**config.mk**
```make
export PLATFORM = sky130hd
export DESIGN_NAME = uart_rx
export DESIGN_NICKNAME = d
export VERILOG_FILES = /design/src/rtl/uart_pkg.sv /design/src/rtl/uart_rx_sync.sv /design/src/rtl/uart_rx.sv
export SDC_FILE = /design/constraint.sdc
export NUM_CORES = 1
export LEC_CHECK = 0
export ABC_AREA = 1
export BUFFER_PORTS_ARGS = -buffer_cell sky130_fd_sc_hd__buf_2
export CAP_MARGIN = 20
export CORE_MARGIN = 8
export CORE_UTILIZATION = 55
export CTS_CLUSTER_SIZE = 14
export DETAILED_ROUTE_END_ITERATION = 10
export PLACE_DENSITY = 0.77
export SYNTH_ARGS = -nofsm -noshare
export SYNTH_HDL_FRONTEND = slang
export SYNTH_HIERARCHICAL = 1
export SYNTH_SLANG_ARGS = --single-unit
```
**constraint.sdc**
```tcl
create_clock -name clk -period 3 [get_ports clk]
set_input_delay 0.15 -clock clk [delete_from_list [all_inputs] [get_ports clk]]
set_output_delay 0.15 -clock clk [all_outputs]
set_load 0.05 [all_outputs]
```
**src/rtl/uart_pkg.sv**
```systemverilog
// UART shared definitions: receiver state encoding and oversampling constants.
// Used by both the receiver and the transmitter.
package uart_pkg;

   typedef enum logic [2:0] {
      IDLE,
      START,
      DATA,
      PARITY,
      STOP,
      WAIT_HIGH
   } rx_state_t;

   localparam int         OVERSAMPLE = 16;
   localparam logic [3:0] MID_TICK   = 4'(OVERSAMPLE / 2 - 1);
   localparam logic [3:0] LAST_TICK  = 4'(OVERSAMPLE - 1);

endpackage

```
**src/rtl/uart_rx_sync.sv**
```systemverilog
// Two-flop synchroniser for an asynchronous, idle-high input.
// Resets to 1 so that a line held idle does not look like a start bit.
module uart_rx_sync (
   input  logic clk,
   input  logic reset,
   input  logic d,
   output logic q
);

   logic meta;

   // Shift the async input through two flops.
   always_ff @(posedge clk) begin
      if (!reset) begin
         meta <= 1'b1;
         q    <= 1'b1;
      end else begin
         meta <= d;
         q    <= meta;
      end
   end

endmodule

```
**src/rtl/uart_rx.sv**
```systemverilog
// UART receiver: 16x oversampled, centre-sampled, LSB-first frames with
// optional parity; words leave through a valid/ready holding register.
module uart_rx
   import uart_pkg::*;
#(
   parameter int DATA_BITS  = 8,
   parameter int PARITY_EN  = 0,
   parameter int PARITY_ODD = 0
) (
   input  logic                 clk,
   input  logic                 reset,
   input  logic                 sample_tick,
   input  logic                 rx,
   input  logic                 rx_ready,
   output logic [DATA_BITS-1:0] rx_data,
   output logic                 rx_valid,
   output logic                 frame_err,
   output logic                 parity_err,
   output logic                 overrun,
   output logic                 busy
);

   localparam logic [2:0] LAST_BIT = 3'(DATA_BITS - 1);
   localparam logic       HAS_PAR  = (PARITY_EN != 0);
   localparam logic       ODD      = (PARITY_ODD != 0);

   logic                 rx_s;
   rx_state_t            state, state_n;
   logic [3:0]           tick_cnt, tick_cnt_n;
   logic [2:0]           bit_cnt, bit_cnt_n;
   logic [DATA_BITS-1:0] shreg, shreg_n;
   logic                 par_bit, par_bit_n;
   logic                 done;
   logic                 perr;

   uart_rx_sync u_sync (
      .clk   (clk),
      .reset (reset),
      .d     (rx),
      .q     (rx_s)
   );

   // Frame state, counters and shift register.
   always_ff @(posedge clk) begin
      if (!reset) begin
         state    <= IDLE;
         tick_cnt <= '0;
         bit_cnt  <= '0;
         shreg    <= '0;
         par_bit  <= 1'b0;
      end else begin
         state    <= state_n;
         tick_cnt <= tick_cnt_n;
         bit_cnt  <= bit_cnt_n;
         shreg    <= shreg_n;
         par_bit  <= par_bit_n;
      end
   end

   // Next-state logic; everything advances only on sample ticks.
   always_comb begin
      state_n    = state;
      tick_cnt_n = tick_cnt;
      bit_cnt_n  = bit_cnt;
      shreg_n    = shreg;
      par_bit_n  = par_bit;
      done       = 1'b0;
      if (sample_tick) begin
         case (state)
            IDLE: begin
               if (!rx_s) begin
                  state_n    = START;
                  tick_cnt_n = '0;
               end
            end
            START: begin
               if (tick_cnt == MID_TICK) begin
                  tick_cnt_n = '0;
                  bit_cnt_n  = '0;
                  state_n    = rx_s ? IDLE : DATA;
               end else begin
                  tick_cnt_n = tick_cnt + 4'd1;
               end
            end
            DATA: begin
               if (tick_cnt == LAST_TICK) begin
                  shreg_n    = {rx_s, shreg[DATA_BITS-1:1]};
                  tick_cnt_n = '0;
                  bit_cnt_n  = bit_cnt + 3'd1;
                  if (bit_cnt == LAST_BIT)
                     state_n = HAS_PAR ? PARITY : STOP;
               end else begin
                  tick_cnt_n = tick_cnt + 4'd1;
               end
            end
            PARITY: begin
               if (tick_cnt == LAST_TICK) begin
                  par_bit_n  = rx_s;
                  tick_cnt_n = '0;
                  state_n    = STOP;
               end else begin
                  tick_cnt_n = tick_cnt + 4'd1;
               end
            end
            STOP: begin
               if (tick_cnt == LAST_TICK) begin
                  done       = 1'b1;
                  tick_cnt_n = '0;
                  state_n    = rx_s ? IDLE : WAIT_HIGH;
               end else begin
                  tick_cnt_n = tick_cnt + 4'd1;
               end
            end
            WAIT_HIGH: begin
               if (rx_s)
                  state_n = IDLE;
            end
            default: state_n = IDLE;
         endcase
      end
   end

   assign perr = HAS_PAR && ((^shreg ^ par_bit) != ODD);
   assign busy = (state != IDLE);

   // Holding register: load on completion unless a word is still unclaimed.
   always_ff @(posedge clk) begin
      if (!reset) begin
         rx_data    <= '0;
         rx_valid   <= 1'b0;
         frame_err  <= 1'b0;
         parity_err <= 1'b0;
         overrun    <= 1'b0;
      end else begin
         overrun <= 1'b0;
         if (done) begin
            if (!rx_valid || rx_ready) begin
               rx_data    <= shreg;
               frame_err  <= ~rx_s;
               parity_err <= perr;
               rx_valid   <= 1'b1;
            end else begin
               overrun <= 1'b1;
            end
         end else if (rx_valid && rx_ready) begin
            rx_valid <= 1'b0;
         end
      end
   end

endmodule

```
==> results list <==
* Total area of multi-input combinational cells: 723 um^2
* Post-layout instance area: 0.00163 mm^2
- The die is 67.7 um tall.
- The final critical path takes up 60.1% of the cycle.
* Num Clock Sinks: 31
* Resize count post-CTS: 0
- Signed area change from the synthesized netlist to the final layout: 11.1%
- Number of maximum-capacitance violations: 0
- Final slew viol count: 0
- For this run, the register share of the synthesized area comes to 42.2%.
- The tree is rooted in a clkbuf_4.
* Initial antenna violation count: 0
- Starting DRC count in detailed routing: 78
* Leak pwr: 0.777 nW
- Detail Route Antenna Nets: 0
- Clock tree from TritonCTS: done
- Width of the chip: 67.7 um
- Number of H-tree levels: 2
- Layout filler cell count: 235
- The placed instances occupy a cell area of 0.00155 mm^2.
- Element type at the critical path end: flop
- For this run, the number of Yosys warnings is 6.
- Summed over all failing endpoints, the final setup total negative slack is 0 ps.
- Number of distinct library cell variants in the gate-level netlist after synthesis: 22
* Via count of the first global-routing pass: 1261
- Worst slack at placement: 1230 ps
- For this run, the top clock speed supported by timing is 555 MHz.
* Number of diodes: 0
- Hold_ws: 157 ps
- Setup violations remaining at the end of the flow were counted as 0.
* Total clock buffers created by CTS: 5
* Total Die Area: 0.00459 mm^2
- In the final layout, the share of cells above drive strength 1 is 15.9%.
- Area of all sequential standard cells: 621 um^2
* Initial cell density of the core: 58.9%
- In the post-route analysis, the smallest setup slack over all paths is 1200 ps.
- Worst clock skew on the final layout: 6.39 ps
- Number of standard cells after synthesis: 214
- The core region is 0.00250 mm^2.
* Worst Setup Start Kind: flop
- Final Util: 65.4%
- Wire length reported by the detailed router: 3.16 mm
* Overflow after GRT: 0
- Number of nets produced by synthesis: 222
- After clock tree synthesis, the clock-pin slew on the worst setup and hold paths is 90 ps.
- HPWL after detailed placement: 2.43 mm
* Maximum number of pins on one net before global-route repair: 19
* Global-route usage over all layers: 15.3%
- Worst-path maximum fanout: 11
* Overall via count from detail_route: 1373
- First-pass GRT wire length: 5.37 mm
- The path class of the tightest hold or removal check is primary input to flop.
- Port Buffer Count: 16
- Final hold violation count: 0
- Final routed DRC violation total: 0
- Initial DRT Pass Iterations: 5
- Startpoint-to-endpoint class of the critical path: flop to flop
* Mean cell area of the mapped netlist: 6.88 um^2
* # Post-CTS Setup Buffers: 0
* Rows: 18
* Flop and latch count out of synthesis: 31
- The mapped netlist covers 0.00147 mm^2.
* Commonest cells after routing, fill and taps aside: nand2_1 (46), nor2_1 (38), dfxtp_1 (31), inv_1 (20), nand3_1 (20)
* Clock latency at the later pin of the worst-skew pair: 320 ps
- Drt wl/cell: 12.0 um
* Endpoint arrival time on the critical path: 2000 ps
- Number of nets in the finished design: 240
* Setup repair after global routing missed its margin: false
- Clock Tree Buf Depth: 2
- I/O pin count: 18
- The congestion estimate from routability-driven global placement came to 0.944.
- Result of the run: finished clean
- Worst IR drop on VDD: 519 uV
- Using the TritonRoute via totals, the vias-per-cell ratio works out to 5.22.
- Most frequent standard cell in the layout excluding fill and tap cells: nand2_1
* Critical path data required time: 3200 ps
- Counting I/O delays and the setup requirement, the final critical path takes 1800 ps.
- Dividing total power by cell area gives a power density of 713 mW/mm^2.
-- final timing paths --
path                            start                      end  slack [ps]  cells past startpoint
max          tick_cnt[1]$_SDFFE_PN0P_  rx_data[0]$_SDFFE_PN0P_        1200                      8
min reg2reg    u_sync/meta$_SDFF_PN1_      u_sync/q$_SDFF_PN1_         410                      2
min                             reset      u_sync/q$_SDFF_PN1_         160                      2
max reg2reg  tick_cnt[1]$_SDFFE_PN0P_  rx_data[0]$_SDFFE_PN0P_        1200                      8
-- worst max-delay path, stage by stage (launching register included) --
cell,delay (ps)
dfxtp_1,370
ha_1,220
nand3_2,130
inv_1,90
nand2_2,90
nor2_2,310
nand2_1,280
nand2_1,130
a21oi_1,60
-- report_power, final --
group	switching, mW	leakage [nW]	internal (mW)
logic	0.285	0.489	0.123
clock network	0.142	0.0375	0.137
registers	0.0411	0.251	0.437
total	0.468	0.777	0.698
-- kinds of logic after synthesis --
| kind of cell | after synthesis | synth area share (%) |
|---|---|---|
| AND/OR/NAND/NOR | 115 | 34.5 |
| AO/OA/AOI/OAI | 33 | 11.2 |
| flip-flops | 31 | 42.2 |
| buffers and inverters | 30 | 8.67 |
| adder cells (fa/ha/maj) | 3 | 2.55 |
| XOR/XNOR | 1 | 0.595 |
| other | 1 | 0.255 |
-- final cells by class --
| cell class | count | area share (%) |
|---|---|---|
| Timing Repair Buffer | 17 | 5.51 |
| Multi-Input combinational cell | 153 | 44.3 |
| Clock inverter | 1 | 0.459 |
| Tap cell | 30 | 2.30 |
| Inverter | 24 | 5.51 |
| Clock buffer | 7 | 3.98 |
| Sequential cell | 31 | 38.0 |
-- registers in the layout, summed over array words and instances (netlist names) --
signal       cells
rx_data          8
tick_cnt         4
u_sync/meta      1
rx_valid         1
frame_err        1
state            3
shreg            8
u_sync/q         1
bit_cnt          3
overrun          1
-- what timing repair did --
item | 4_1_cts | 5_1_grt
hold buffers | 1 | 0
hold endpoints to repair | 1 | 0
endpoints found under the setup margin | 0 | 0
-- per-stage QoR --
step / cells / total power [mW]
2_1_floorplan: 214 / 0.820
5_1_grt: 263 / 1.25
3_3_place_gp: 254 / 0.879
4_1_cts: 263 / 1.17
3_5_place_dp: 254 / 0.891
6_report: 263 / 1.17
-- per-layer routing --
| metal | wire length [um] | share of wire [%] | global-route usage [%] |
|---|---|---|---|
| met4 | 28 | 0.88 | 5.22 |
| met2 | 1510 | 48 | 24.1 |
| met5 | 0 | 0 | 0 |
| met1 | 1400 | 44 | 18.0 |
| met3 | 218 | 6.9 | 6.79 |
-- Yosys cell counts --
library cell | number | share of area (%)
nand3_1 | 20 | 6.8
buf_4 | 2 | 1.0
a21oi_1 | 16 | 5.4
nor2_4 | 1 | 0.77
o21ai_1 | 1 | 0.34
o21ai_0 | 16 | 5.4
nand3_2 | 2 | 1.4
xor2_1 | 1 | 0.60
inv_2 | 4 | 1.0
nor2_2 | 3 | 1.3
nand2_1 | 46 | 12
nand3_4 | 1 | 1.2
nor2_1 | 38 | 9.7
inv_1 | 20 | 5.1
buf_6 | 1 | 0.77
ha_1 | 3 | 2.6
nor3_1 | 1 | 0.34
nand2_2 | 2 | 0.85
dfxtp_1 | 31 | 42
clkbuf_1 | 3 | 0.77
nand3b_1 | 1 | 0.51
conb_1 | 1 | 0.25
Power figures use the tool's default switching activity.
